[src/rtl/lock_sequencer.sv]
// Combination lock sequencer: digit entry, compare, timed unlock,
// failed-attempt lockout with alarm, and in-place code reprogramming.
module lock_sequencer #(
   parameter int NDIG = 4,
   parameter int MAX_TRY = 3,
   parameter int OPEN_CYC = 8,
   parameter int LOCK_CYC = 16,
   parameter logic [4*NDIG-1:0] CODE_RST = 16'h1234
) (
   input  logic       clk,
   input  logic       rst,
   input  logic       start,
   input  logic       key_valid,
   input  logic [3:0] key_digit,
   output logic       key_ready,
   input  logic       prog,
   output logic       unlock,
   output logic       alarm,
   output logic       done,
   output logic       busy,
   output logic [1:0] tries
);

   localparam int IW = (NDIG > 1) ? $clog2(NDIG) : 1;
   localparam int MC = (OPEN_CYC > LOCK_CYC) ? OPEN_CYC : LOCK_CYC;
   localparam int TW = $clog2(MC) + 1;
   localparam logic [IW-1:0] IDX_LAST = IW'(NDIG - 1);
   localparam logic [TW-1:0] OPEN_LAST = TW'(OPEN_CYC - 1);
   localparam logic [TW-1:0] LOCK_LAST = TW'(LOCK_CYC - 1);
   localparam logic [1:0] TRY_MAX = 2'(MAX_TRY);

   typedef enum logic [2:0] {
      S_IDLE, S_ENTER, S_CHECK, S_OPEN, S_FAIL, S_LOCK, S_PROG
   } state_t;

   state_t              r_state;
   state_t              w_next;
   logic [IW-1:0]       r_idx;
   logic [TW-1:0]       r_tmr;
   logic [4*NDIG-1:0]   r_ent;
   logic [4*NDIG-1:0]   r_code;
   logic [4*NDIG-1:0]   w_ent_nx;
   logic [1:0]          r_tries;
   logic [1:0]          w_tries_nx;
   logic                r_done;
   logic                w_rdy;
   logic                w_take;
   logic                w_last;
   logic                w_fin;

   assign w_rdy  = (r_state == S_ENTER) || (r_state == S_PROG);
   assign w_take = key_valid & w_rdy;
   assign w_last = w_take && (r_idx == IDX_LAST);
   assign w_tries_nx = (r_tries == TRY_MAX) ? r_tries : r_tries + 2'd1;

   // Finishing edges: every return to IDLE except the idle self-loop
   assign w_fin = (w_next == S_IDLE) && (r_state != S_IDLE);

   assign key_ready = w_rdy;
   assign unlock    = (r_state == S_OPEN);
   assign alarm     = (r_state == S_LOCK);
   assign busy      = (r_state != S_IDLE);
   assign done      = r_done;
   assign tries     = r_tries;

   always_comb begin
      w_ent_nx = r_ent;
      for (int i = 0; i < NDIG; i++) begin
         if (r_idx == IW'(i)) begin
            w_ent_nx[4*(NDIG-1-i) +: 4] = key_digit;
         end
      end
   end

   always_comb begin
      w_next = r_state;
      unique case (r_state)
         S_IDLE:  if (start) w_next = S_ENTER;
         S_ENTER: if (w_last) w_next = S_CHECK;
         S_CHECK: w_next = (r_ent == r_code) ? S_OPEN : S_FAIL;
         S_OPEN: begin
            if (prog) w_next = S_PROG;
            else if (r_tmr == OPEN_LAST) w_next = S_IDLE;
         end
         S_FAIL:  w_next = (w_tries_nx == TRY_MAX) ? S_LOCK : S_IDLE;
         S_LOCK:  if (r_tmr == LOCK_LAST) w_next = S_IDLE;
         S_PROG:  if (w_last) w_next = S_IDLE;
         default: w_next = S_IDLE;
      endcase
   end

   always_ff @(posedge clk or posedge rst) begin
      if (rst) r_state <= S_IDLE;
      else     r_state <= w_next;
   end

   always_ff @(posedge clk or posedge rst) begin
      if (rst) begin
         r_idx   <= '0;
         r_tmr   <= '0;
         r_ent   <= '0;
         r_code  <= CODE_RST;
         r_tries <= '0;
         r_done  <= 1'b0;
      end else begin
         r_done <= w_fin;
         if (r_state == S_IDLE) begin
            r_idx <= '0;
         end else if (w_take) begin
            r_ent <= w_ent_nx;
            r_idx <= w_last ? '0 : r_idx + IW'(1);
         end
         // Timer only runs while dwelling in OPEN or LOCK
         if (((r_state == S_OPEN) || (r_state == S_LOCK)) &&
             (w_next == r_state)) begin
            r_tmr <= r_tmr + TW'(1);
         end else begin
            r_tmr <= '0;
         end
         if ((r_state == S_PROG) && w_last) r_code <= w_ent_nx;
         if ((r_state == S_CHECK) && (w_next == S_OPEN)) begin
            r_tries <= '0;
         end else if (r_state == S_FAIL) begin
            r_tries <= w_tries_nx;
         end else if ((r_state == S_LOCK) && (w_next == S_IDLE)) begin
            r_tries <= '0;
         end
      end
   end

endmodule

[config.mk]
export PLATFORM = sky130hd
export DESIGN_NAME = lock_sequencer
export DESIGN_NICKNAME = d
export VERILOG_FILES = /design/src/rtl/lock_sequencer.sv
export SDC_FILE = /design/constraint.sdc
export NUM_CORES = 1
export LEC_CHECK = 0
export BUFFER_PORTS_ARGS = -buffer_cell sky130_fd_sc_hd__buf_2
export CAP_MARGIN = 40
export CORE_ASPECT_RATIO = 0.8
export CORE_UTILIZATION = 60
export CTS_CLUSTER_DIAMETER = 200
export CTS_CLUSTER_SIZE = 25
export DETAILED_ROUTE_END_ITERATION = 8
export GPL_ROUTABILITY_DRIVEN = 0
export PLACE_DENSITY = 0.75
export SLEW_MARGIN = 5
export SYNTH_ARGS = -nofsm -noshare
export SYNTH_HDL_FRONTEND = slang
export SYNTH_SLANG_ARGS = --single-unit
[constraint.sdc]
create_clock -name clk -period 2.3 [get_ports clk]
set_input_delay 0.115 -clock clk [delete_from_list [all_inputs] [get_ports clk]]
set_output_delay 0.115 -clock clk [all_outputs]
set_load 0.005 [all_outputs]
==> key figures <==
Status
  • Outcome: completed

Cells and area
  • Area growth syn-to-layout: 10.86%
  • Final Net Count: 251
  • Final antenna diode count: 0
  • Fin util: 69.74%
  • Fin cells: 292
  • Layout cell share with drive strength beyond 1: 27.85%

Pwr
  • IR drop worst, VDD: 577.9 uV
  • Total power per unit cell area: 1087 mW/mm^2
  • Leakage: 0.001306 uW

Clock network
  • Post-CTS Setup Inserts: 0
  • Root Buffer: clkbuf_8
  • TritonCTS clock tree: built
  • CTS buffer count: 5
  • Post-cts sizing count: 0
  • Clock sinks: 45
  • Max clock buf depth: 2
  • Clock transition at path regs: 0.08 ns
  • H-Tree Depth: 2
  • Skew-Pair Late Insertion Delay: 0.30 ns

GRT
  • Antenna violations before repair: 0
  • Largest net degree at the start of global routing: 17
  • Grt ovf: 0
  • Via count of the first global-routing pass: 1540
  • Global-route wire length before repair: 7.741 mm
  • Overall Global Routing Usage: 24.54%

Die
  • Die ar.: 0.004273 mm^2
  • I/O pins: 16
  • Core box area: 0.003829 mm^2
  • Chip width: 72.84 um
  • Starting density of the core: 62.91%
  • Row count: 20
  • Die height: 58.67 um

STA
  • Clk_skew: 0.007604 ns
  • Post-layout min period: 2.076 ns
  • Setup ws final: 0.2236 ns
  • Final Hold Viols: 0
  • RSZ-0062 raised after global routing: false
  • Worst slew margin: 60.69%
  • Fin Setup TNS: 0 ns
  • Max-slew violations: 0
  • Worst Hold Slack: 0.1875 ns
  • Final count of negative-setup-slack endpoints: 0
  • Worst Tran Pin Value: 0.5861 ns
  • Highest Clock Rate: 481.6 MHz
  • Final period util: 90.28%

Placement
  • DPL Wire Length: 3.378 mm
  • Port bufs: 15
  • Post-placement cell count: 283
  • Post-Place Worst Slack: 0.2346 ns

Route
  • WL per Instance: 15.53 um
  • Routed WL: 4.534 mm
  • Via count: 1593
  • Average via count per standard cell: 5.455
  • DRC viols: 0
  • Pre-antenna DRT Iters: 4
  • Routed Antenna Nets: 0
  • Drt first-iter violations: 117

Setup path
  • CP bufs+invs: 0
  • CP max-delay cell: dfrtp_1
  • Critical path endpoint category: register
  • Family with the most delay on the worst path: compound AO/OA/AOI/OAI gates
  • Critical path type: reg2reg
  • CP Max Fanout: 5
  • Cell Chain, Critical Path: ha_1, and2_1, a2111oi_2, a311oi_2, a41oi_1, a311o_1
  • CP arrival: 2.26 ns
  • CP peak stage delay: 0.41 ns
  • CP required: 2.48 ns
  • CP Launch Type: register

Synthesis
  • Synth Net Count: 229
  • Mapped cell area: 0.002409 mm^2
  • Yosys cell types: 42
  • Flip-flop and latch count after synthesis: 45
  • Post-synth EDFFs: 0
  • Syn Inst Count: 214
  • Synth warn: 0
  • Sequential area share after synthesis: 47.01%
  • Top FF cell, synth: dfrtp_1
  • Avg Cell Area, Syn: 11.25 um^2
  • Asr flop ratio synth: 100.0%

Min path
  • Hold Path Class: in2reg

Run
  • Max-cap violations: 0
[what timing repair did]
action | 4_1_cts | 5_1_grt
hold buffers | 1 | 0
hold endpoints to repair | 12 | 0
endpoints found under the setup margin | 0 | 0
[layout make-up]
cell class              instances  area [um^2]
fillers                       286         1159
flip-flops and latches         45         1132
repair buffers                 24        152.6
inverters                       6        22.52
well taps                      55        68.82
multi-input cells             154         1204
clock buffers                   8        90.09
[synth_stat cells (3+ instances only)]
cell type  instances  share of area [%]
and2_1             4                1.0
mux2_2             4                1.9
nor2_1            28                4.4
buf_2              7                1.5
mux2i_1           12                5.0
mux2_4            16                 10
nand2b_1           4                1.0
nand2_4            4                1.9
dfrtp_1           40                 42
inv_1              6               0.93
nor3_1             3               0.62
dfstp_2            5                5.5
xor2_1            17                6.2
a21oi_1           16                3.3
ha_1               6                3.1
nor4_1             4                1.0
nand2_1            8                1.2
nor2b_1            3               0.78
[cells by family (layout without fill, tap and decap cells)]
kind of cell	count (synthesis)	after routing	share of synthesized area, %
simple gates	71	71	15.95
flops	45	45	47.01
mux	32	32	16.83
compound gates	27	27	7.532
xor+xnor	18	18	6.545
buf+inv	15	38	3.013
fa+ha+maj	6	6	3.117
[flip-flops by register name, summed over array words and instances, names as in the netlist]
register,count
r_code,16
r_ent,16
r_tmr,5
r_state,3
r_idx,2
tries,2
done,1
[metal layers]
layer	vias to the layer above	GRT usage (%)	wire length, um
li1	779	-	-
met3	5	5.308	252
met1	765	37.87	2325
met5	-	0	0
met4	0	7.563	49
met2	44	34.58	1907
[metrics by stage]
stage          cell area (um^2)  power, uW
2_1_floorplan              2409       2142
3_3_place_gp               2555       2355
3_5_place_dp               2570       2403
4_1_cts                    2670       2910
5_1_grt                    2670       3084
6_report                   2670       2902
[path summary, 6_finish.rpt]
path	start	slack, ns	end	depth (start not counted)
setup / recovery	r_idx[0]	0.22	tries[0]	6
hold / removal	key_digit[0]	0.19	r_ent[12]	2
setup reg to reg	r_idx[0]	0.22	tries[0]	6
hold reg to reg	r_tmr[0]	0.47	r_tmr[0]	1
max in group asynchronous	rst	1.33	tries[0]	5
min in group asynchronous	rst	0.35	r_ent[14]	3
[cell usage in the layout (no fill, tap or decap), drive strengths merged, types with 2 or more instances in the layout]
cell type,Yosys,final
mux2i,12,12
nand2,13,13
dfrtp,40,40
or3,2,2
o211ai,2,2
mux2,20,20
nor2b,3,3
buf,8,23
xor2,17,17
and2,4,4
o21ai,2,2
a21oi,16,16
nand2b,4,4
inv,6,5
nand4,2,2
dfstp,5,5
nor3,3,3
clkbuf,1,8
or2,2,2
nor4,5,5
nor2,29,29
ha,6,6
[power by group]
part	internal, uW	switching (uW)	leakage (uW)
Clock	245	254	0.0000455
Sequential	1020	202	0.000561
Combinational	622	561	0.000699
Total	1880	1020	0.00131
No activity file was read; power rests on OpenSTA's default activity.
